<file path="src/rtl/instr_sequencer_pkg.sv">
// Shared definitions for the instruction sequencer: ALU opcode map,
// instruction word field positions and the sequencer state encoding.
package instr_sequencer_pkg;

    localparam int PC_W_DEF        = 4;
    localparam int EXEC_CYCLES_DEF = 3;

    // ALU opcodes understood by the controller
    localparam logic [3:0] OP_ADD   = 4'h0;
    localparam logic [3:0] OP_ADD_A = 4'h1;
    localparam logic [3:0] OP_SUB   = 4'h2;
    localparam logic [3:0] OP_SUB_A = 4'h3;
    localparam logic [3:0] OP_AND   = 4'h4;
    localparam logic [3:0] OP_AND_A = 4'h5;
    localparam logic [3:0] OP_OR    = 4'h6;
    localparam logic [3:0] OP_OR_A  = 4'h7;
    localparam logic [3:0] OP_SHR   = 4'h8;

    localparam logic [3:0] LAST_ALU_OP_DEF = OP_SHR;
    localparam logic [3:0] HALT_OP_DEF     = 4'hF;

    // Instruction word layout: [7:4] opcode, [3:0] operand
    localparam int OPC_MSB = 7;
    localparam int OPC_LSB = 4;
    localparam int OPD_MSB = 3;
    localparam int OPD_LSB = 0;

    typedef enum logic [2:0] {
        ST_IDLE   = 3'd0,
        ST_FETCH  = 3'd1,
        ST_WAIT   = 3'd2,
        ST_ISSUE  = 3'd3,
        ST_EXEC   = 3'd4,
        ST_HALTED = 3'd5
    } seq_state_t;

    function automatic logic [3:0] word_opcode(input logic [7:0] word);
        return word[OPC_MSB:OPC_LSB];
    endfunction

    function automatic logic [3:0] word_operand(input logic [7:0] word);
        return word[OPD_MSB:OPD_LSB];
    endfunction

endpackage

</file>
<file path="src/rtl/instr_sequencer_if.sv">
// Instruction-issue bus: ROM read port on one side, opcode/op/operand
// towards the controller on the other. The sequencer is the master.
interface instr_sequencer_if #(
    parameter int PC_W = 4
);
    logic            imem_en;
    logic [PC_W-1:0] imem_addr;
    logic [7:0]      imem_data;
    logic [3:0]      opcode;
    logic            op;
    logic [3:0]      operand;

    modport master (
        output imem_en, imem_addr, opcode, op, operand,
        input  imem_data
    );

    modport slave (
        input  imem_en, imem_addr, opcode, op, operand,
        output imem_data
    );
endinterface

</file>
<file path="src/rtl/instr_sequencer.sv">
// Fetches 8-bit words from a 1-cycle synchronous ROM, issues one ALU
// instruction per slot with a single-cycle op strobe, then waits out the
// controller's execution time before fetching the next word.
//
// state   | meaning
// --------+-----------------------------------------------------------
// IDLE    | after reset, waiting for start
// FETCH   | imem_en asserted with imem_addr = pc
// WAIT    | ROM word valid; decode, bump pc, issue or halt
// ISSUE   | op strobe high for this single cycle
// EXEC    | remaining execution cycles counted down to zero
// HALTED  | HALT or illegal opcode seen; waiting for start
module instr_sequencer
    import instr_sequencer_pkg::*;
#(
    parameter int         PC_W        = PC_W_DEF,
    parameter int         EXEC_CYCLES = EXEC_CYCLES_DEF,
    parameter logic [3:0] HALT_OP     = HALT_OP_DEF,
    parameter logic [3:0] LAST_ALU_OP = LAST_ALU_OP_DEF
) (
    input  logic                clk,
    input  logic                reset,
    input  logic                start,
    instr_sequencer_if.master   bus,
    output logic [PC_W-1:0]     pc,
    output logic                busy,
    output logic                halted,
    output logic                illegal
);

    // ISSUE already accounts for one execution cycle, and the EXEC state
    // spends one cycle at count zero, hence the -2.
    localparam logic [3:0] EXEC_LOAD = (EXEC_CYCLES >= 2) ? 4'(EXEC_CYCLES - 2) : 4'd0;

    seq_state_t state;
    logic [3:0] exec_cnt;
    logic [3:0] word_op;
    logic [3:0] word_opd;

    assign word_op       = word_opcode(bus.imem_data);
    assign word_opd      = word_operand(bus.imem_data);
    assign bus.imem_addr = pc;

    // Sequencer FSM with all outputs registered; op and imem_en are one-cycle strobes
    always_ff @(posedge clk or negedge reset) begin
        if (!reset) begin
            state       <= ST_IDLE;
            pc          <= '0;
            exec_cnt    <= '0;
            bus.opcode  <= '0;
            bus.operand <= '0;
            bus.op      <= 1'b0;
            bus.imem_en <= 1'b0;
            busy        <= 1'b0;
            halted      <= 1'b0;
            illegal     <= 1'b0;
        end else begin
            bus.op      <= 1'b0;
            bus.imem_en <= 1'b0;
            case (state)
                ST_IDLE, ST_HALTED: begin
                    if (start) begin
                        state       <= ST_FETCH;
                        pc          <= '0;
                        illegal     <= 1'b0;
                        halted      <= 1'b0;
                        busy        <= 1'b1;
                        bus.imem_en <= 1'b1;
                    end
                end
                ST_FETCH: begin
                    state <= ST_WAIT;
                end
                ST_WAIT: begin
                    pc <= pc + PC_W'(1);
                    if (word_op <= LAST_ALU_OP) begin
                        state       <= ST_ISSUE;
                        bus.op      <= 1'b1;
                        bus.opcode  <= word_op;
                        bus.operand <= word_opd;
                    end else begin
                        state  <= ST_HALTED;
                        busy   <= 1'b0;
                        halted <= 1'b1;
                        if (word_op != HALT_OP) begin
                            illegal <= 1'b1;
                        end
                    end
                end
                ST_ISSUE: begin
                    if (EXEC_CYCLES == 1) begin
                        state       <= ST_FETCH;
                        bus.imem_en <= 1'b1;
                    end else begin
                        state    <= ST_EXEC;
                        exec_cnt <= EXEC_LOAD;
                    end
                end
                ST_EXEC: begin
                    if (exec_cnt == 4'd0) begin
                        state       <= ST_FETCH;
                        bus.imem_en <= 1'b1;
                    end else begin
                        exec_cnt <= exec_cnt - 4'd1;
                    end
                end
                default: begin
                    state <= ST_IDLE;
                    busy  <= 1'b0;
                end
            endcase
        end
    end

endmodule
</file>
<file path="src/flat_wrapper.sv">
// flat-port wrapper written by rule: the top's interface ports become plain ports
module instr_sequencer_flat import instr_sequencer_pkg::*;
#(
    parameter int         PC_W        = PC_W_DEF,
    parameter int         EXEC_CYCLES = EXEC_CYCLES_DEF,
    parameter logic [3:0] HALT_OP     = HALT_OP_DEF,
    parameter logic [3:0] LAST_ALU_OP = LAST_ALU_OP_DEF
)
  (clk, reset, start, pc, busy, halted, illegal, bus_imem_en, bus_imem_addr, bus_opcode, bus_op, bus_operand, bus_imem_data);
  instr_sequencer_if #(.PC_W(PC_W)) bus_i ();
  input  logic clk;
  input  logic reset;
  input  logic start;
  output logic [PC_W-1:0] pc;
  output logic busy;
  output logic halted;
  output logic illegal;
  output wire logic [$bits(bus_i.imem_en)-1:0] bus_imem_en;
  output wire logic [$bits(bus_i.imem_addr)-1:0] bus_imem_addr;
  output wire logic [$bits(bus_i.opcode)-1:0] bus_opcode;
  output wire logic [$bits(bus_i.op)-1:0] bus_op;
  output wire logic [$bits(bus_i.operand)-1:0] bus_operand;
  input wire logic [$bits(bus_i.imem_data)-1:0] bus_imem_data;
  assign bus_imem_en = bus_i.imem_en;
  assign bus_imem_addr = bus_i.imem_addr;
  assign bus_opcode = bus_i.opcode;
  assign bus_op = bus_i.op;
  assign bus_operand = bus_i.operand;
  assign bus_i.imem_data = bus_imem_data;
  instr_sequencer #(.PC_W(PC_W), .EXEC_CYCLES(EXEC_CYCLES), .HALT_OP(HALT_OP), .LAST_ALU_OP(LAST_ALU_OP)) u_core (.clk(clk), .reset(reset), .start(start), .bus(bus_i), .pc(pc), .busy(busy), .halted(halted), .illegal(illegal));
endmodule
</file>
<file path="config.mk">
export PLATFORM = sky130hd
export DESIGN_NAME = instr_sequencer_flat
export DESIGN_NICKNAME = d
export VERILOG_FILES = /design/src/rtl/instr_sequencer_pkg.sv /design/src/rtl/instr_sequencer_if.sv /design/src/rtl/instr_sequencer.sv /design/src/flat_wrapper.sv
export SDC_FILE = /design/constraint.sdc
export NUM_CORES = 1
export LEC_CHECK = 0
export CORE_MARGIN = 3
export CORE_UTILIZATION = 48
export CTS_BUF_LIST = sky130_fd_sc_hd__clkbuf_16
export DETAILED_ROUTE_END_ITERATION = 6
export GPL_ROUTABILITY_DRIVEN = 0
export PLACE_DENSITY_LB_ADDON = 0.12
export SETUP_SLACK_MARGIN = 0.4
export SLEW_MARGIN = 15
export SYNTH_ARGS = -nofsm -noshare
export SYNTH_HDL_FRONTEND = slang
export SYNTH_SLANG_ARGS = --single-unit
</file>
<file path="constraint.sdc">
create_clock -name clk -period 1.9 [get_ports clk]
set_input_delay 0.38 -clock clk [delete_from_list [all_inputs] [get_ports clk]]
set_output_delay 0.38 -clock clk [all_outputs]
set_load 0.01 [all_outputs]
</file>
Yosys cells after proc, flatten, opt, wreduce, memory -nomap -nowiden
Index checks and enable logic that the tools add are counted.
{ "totals": {"reg_bits": 24, "inputBits": 11, "out_inout_bits": 21, "word_cells": 60} }
{ "op_classes": {"n_addsub": 2, "order_cmp": 1, "eq_ne": 11, "mux": 22, "n_bitwise": 1, "n_reduce_logical": 13} }
{ "ops": {"columns": ["cell", "count"], "rows": [
  ["case mux 4 bit (2 select lines)", 2],
  ["case mux 3 bit (5 select lines)", 1],
  ["two-way mux 1 bit", 10],
  ["two-way mux 3 bit", 3],
  ["two-way mux 4 bit", 2],
  ["AND reduction 2 bit", 4],
  ["equality test 3 x 2 -> 1 bit, second input constant", 2],
  ["equality test 3 bit, second input constant", 2],
  ["inequality test 2 bit, second input constant", 3],
  ["case mux 1 bit (2 select lines)", 3],
  ["AND reduction 3 bit", 2],
  ["adder 4 x 1 -> 4 bit, second input constant", 1],
  ["<= comparator 4 bit, second input constant", 1],
  ["logical NOT 4 bit", 1],
  ["inequality test 2 x 1 -> 1 bit, second input constant", 2],
  ["inequality test 4 bit, second input constant", 1],
  ["AND reduction 4 bit", 1],
  ["nonzero test 2 bit", 2],
  ["subtractor 4 x 1 -> 4 bit, second input constant", 1],
  ["equality test 3 x 1 -> 1 bit, second input constant", 1],
  ["logical NOT 3 bit", 1],
  ["case mux 1 bit (3 select lines)", 1],
  ["OR reduction 3 bit", 1],
  ["OR reduction 2 bit", 1],
  ["NOT 1 bit", 1]
]} }

Depth between registers and ports, before layout
{ "logic_depth": {"ltp_word": 4, "ltp_mapped": 5, "depth_no_buf": 5} }

Least setup slack after synthesis
Ideal clock, no wire load.
{ "synth_timing": {"path_type": "reg2reg", "start": "reg u_core.exec_cnt[0]", "end": "reg u_core.exec_cnt[1]", "setup_ns": 0.128, "arrival_ns": 1.380, "required_ns": 1.772, "setup_slack_ns": 0.392, "stages_incl_launch_ff": 6, "n_path_buf": 0, "period_less_slack_ns": 1.508, "cell_sequence": "dfrtp_1 -> inv_1 -> ha_1 -> nor3b_1 -> nand2b_1 -> mux2_1"} }
{ "synth_between": {"elab_chain_len": 3, "elab_cells_between_ends": 6, "classes_between": "add/sub: 1; eq/ne: 1; mux: 2; reduce/logical: 2"} }
{ "synth_lines": {"columns": ["element", "line_no", "text"], "rows": [
  ["start: declaration", "instr_sequencer.sv:36", "logic [3:0] exec_cnt;"],
  ["start signal: assignment", "instr_sequencer.sv:104", "exec_cnt <= exec_cnt - 4'd1;"],
  ["subtractor 4 x 1 -> 4 bit or logical NOT 4 bit (tied branches)", "instr_sequencer.sv:104, instr_sequencer.sv:100", null],
  ["two-way mux 4 bit or inequality test 2 bit (tied branches)", null, null],
  ["case mux 4 bit (2 select lines) or AND reduction 2 bit (tied branches)", null, null]
]} }
Several ways; a longest one is shown, not always the timed one. The select of a mux whose other input is x is not followed.
A chain may end at the register's enable or synchronous reset.

Final worst setup path
{ "layout_timing": {"start": "reg u_core.state[0]", "end": "reg u_core.exec_cnt[1]"} }
{ "layout_between": {"elab_chain_len": 3, "elab_cells_between_ends": 6, "classes_between": "eq/ne: 3; mux: 1; reduce/logical: 2"} }
{ "layout_lines": {"columns": ["element", "line_no", "text"], "rows": [
  ["start: declaration", "instr_sequencer.sv:35", "seq_state_t state;"],
  ["start signal: assignment", "instr_sequencer.sv:47", "state <= ST_IDLE;"],
  ["start signal: assignment", "instr_sequencer.sv:63", "state <= ST_FETCH;"],
  ["start signal: assignment", "instr_sequencer.sv:72", "state <= ST_WAIT;"],
  ["equality test 3 bit or equality test 3 x 2 -> 1 bit (tied branches)", "instr_sequencer.sv:60", "case (state)"],
  ["inequality test 2 bit (no source line) or nonzero test 2 bit (tied branches)", null, null],
  ["AND reduction 2 bit (no source line)", null, null]
]} }
Several ways; a longest one is shown, not always the timed one.

==> key figures <==
Logic synthesis
  • Top post-synthesis cells by area: dfrtp_1 (48%), mux2_4 (4.8%), buf_4 (3.0%), a22o_1 (2.8%), inv_1 (2.1%)
  • Prevailing post-synth register cell: dfrtp_1
  • Cell taking the most area after synthesis: dfrtp_1
  • Yosys warnings: 0
  • Most frequent cell after synthesis: dfrtp_1
  • Syn Area/Cell: 11.5 µm²
  • Seq cells post-synth: 24
  • Most frequent cells after synthesis: dfrtp_1 (24), inv_1 (7), buf_4 (5), nand2_1 (5)
  • Mapped Cells: 109
  • Synthesized area: 1250 µm²
  • EDFF count, synth: 0
  • Syn Nets: 122
  • Netlist cell types: 45
  • Sequential share of the synthesized area: 48.0%
  • Share of synthesized registers carrying an async set or reset: 100%
  • Share of the synthesized area in the top cell type: 48.0%

Clock tree
  • Clock sinks: 24
  • Reg clk slew, reported paths: 0.06 ns
  • Max clock buf depth: 2
  • CTS Hold Bufs: 0
  • CTS root buf: clkbuf_16
  • Total CTS buffers: 3
  • Clock latency on the worst-skew pair: 0.26 ns
  • CTS H-tree lvls: 1
  • CTS tree: yes

Global routing
  • Antenna violations before repair: 0
  • Largest net degree at the start of global routing: 25
  • Gr ovfl total: 0
  • Met2 GRT Util: 30.7%
  • Vias in the first global route: 1,026
  • Total GRT Usage: 18.2%
  • Met3 Use GR: 3.17%
  • Busiest grt layer: met2
  • Global-route wire length before repair: 4690 µm
  • Met1 GRT Util: 23.1%

Flow run
  • Max-cap violations: 0

Final layout
  • Number of antenna diodes: 0
  • Nets: 171
  • Layout cell share with drive strength beyond 1: 29.9%
  • Non-Filler Instances: 185
  • Area delta synth->final: 47.7%

Drt
  • Via-to-Cell Ratio: 5.79
  • Routed Antenna Nets: 0
  • Final wirelength: 3110 µm
  • Vias after detailed routing: 1,071
  • Starting DRT DRC Count: 37
  • DR WL/cell: 16.8 µm
  • Drt drc: 0
  • Drt pass-1 iters: 4

Critical path
  • Worst EP arrival: 1.62 ns
  • Largest fanout on the critical path: 8
  • CP Class: reg2reg
  • Worst-case reg-to-reg path depth: 4
  • CP startpoint kind: flip-flop
  • Worst r2r src: u_core.state[0]
  • CP Data Required Time: 2.04 ns
  • Reg-to-reg setup timing slack: 0.42 ns
  • Worst r2r dst: u_core.exec_cnt[1]
  • CP Capture Type: flip-flop
  • CP startpoint: u_core.state[0]
  • Crit path capture: u_core.exec_cnt[1]

Die
  • Row cnt: 17
  • Core ar.: 2340 µm²
  • Die Y: 57.1 µm
  • Die Span X: 57.1 µm
  • Initial Utilization: 53.5%
  • Full die area: 3260 µm²
  • Io pins: 32

Outcome
  • Status: finished, final reports clean

Timing
  • Final setup TNS: 0 ns
  • Fin. Hold Viols: 0
  • Fmax: 0.677 GHz
  • Worst Max-Slew Pin Slew: 0.349 ns
  • # setup viols final: 0
  • Min cycle time layout: 1.48 ns
  • Slew Viols, Final: 0
  • Worst Skew: 0.00281 ns
  • Final period util: 77.7%
  • RSZ-0062 raised after global routing: yes
  • Slew headroom: 76.7%

Placed design
  • IO buf count: 31
  • Dpl hpwl: 1970 µm
  • Dpl cells: 168

Power
  • LEAKAGE: 0.969 nW
  • Pwr dens: 1620 nW/µm²
  • Peak VDD IR: 0.00119 V

Hold path
  • Worst min path class: in2async
## worst max-delay path, stage by stage, from the launching register on
cell      delay (ns)
dfrtp_2         0.47
buf_4           0.19
nor3b_4         0.29
nand2b_4        0.09
mux2_1          0.31
## power by group
part           internal, mW  total [mW]  switching, mW
Combinational         0.796        1.46          0.663
Sequential            0.737       0.927          0.190
Clock                 0.419       0.605          0.186
## final cells by class
| type | instances | area, µm² |
|---|---|---|
| flip-flops and latches | 24 | 604 |
| fillers | 155 | 490 |
| clock inverters | 1 | 30.0 |
| repair buffers | 52 | 462 |
| inverters | 7 | 26.3 |
| clock buffers | 3 | 75.1 |
| multi-input cells | 70 | 617 |
| well taps | 28 | 35.0 |
## registers in the layout, summed over array words and instances (netlist names)
name,flops
u_core.busy,1
u_core.state,3
u_core.bus.imem_en,1
u_core.illegal,1
u_core.bus.op,1
u_core.bus.operand,4
u_core.exec_cnt,4
u_core.halted,1
u_core.bus.imem_addr,4
u_core.bus.opcode,4
## placed cells by master (no fill, tap or decap), types with 2 or more instances in the layout
master / n
mux2_4: 4
nand2b_1: 2
buf_4: 20
clkdlybuf4s50_1: 7
clkbuf_16: 3
inv_1: 6
dfrtp_1: 21
nor2b_1: 3
a22o_1: 4
nor3b_4: 3
a21oi_1: 4
dlygate4sd2_1: 21
o21ai_0: 3
dlymetal6s2s_1: 3
nand3_1: 4
nand2_1: 5
nor2_1: 3
a211o_1: 3
dfrtp_2: 3
and3b_1: 2
## kinds of logic after synthesis
group,Yosys count,synth area share (%)
compound gates,26,15.9
fa+ha+maj,2,2.00
buf+inv,15,6.69
flops,24,48.0
mux,7,7.39
simple gates,35,20.1
## metal layers
layer / up-vias / routed length (µm)
met4: 0 / 35
met2: 30 / 1640
met5: - / 0
li1: 489 / -
met1: 547 / 1300
met3: 5 / 132
## stage by stage
stage               utilization [%]  power [mW]  setup slack (ns)  hold slack (ns)  area (µm²)
CTS                            75.0        2.81             0.290            0.503        1750
global route                   79.0        3.19             0.347            0.527        1850
floorplan                         -        1.69             0.474           0.0844        1260
detailed placement             68.6        2.22            0.0439            0.488        1610
global placement               68.6        2.18            0.0931            0.479        1610
finish                         79.0        2.99             0.424            0.487        1850
## worst min-delay path by stage
stage | end | slack [ns] | cells after the start
after detailed placement | u_core.bus.opcode[3] | 0.49 | 2
after CTS | u_core.bus.imem_addr[2] | 0.50 | 2
after floorplan | u_core.bus.imem_addr[0] | 0.08 | 0
after global placement | u_core.bus.opcode[3] | 0.48 | 2
after global routing | u_core.bus.imem_addr[3] | 0.53 | 2
final | u_core.bus.imem_addr[3] | 0.49 | 2
## timing repair
item	in CTS	in global routing
setup endpoints to repair	31	14
setup buffers	7	6
pin swaps	2	2
resized for setup	25	11
Power figures use the tool's default switching activity.
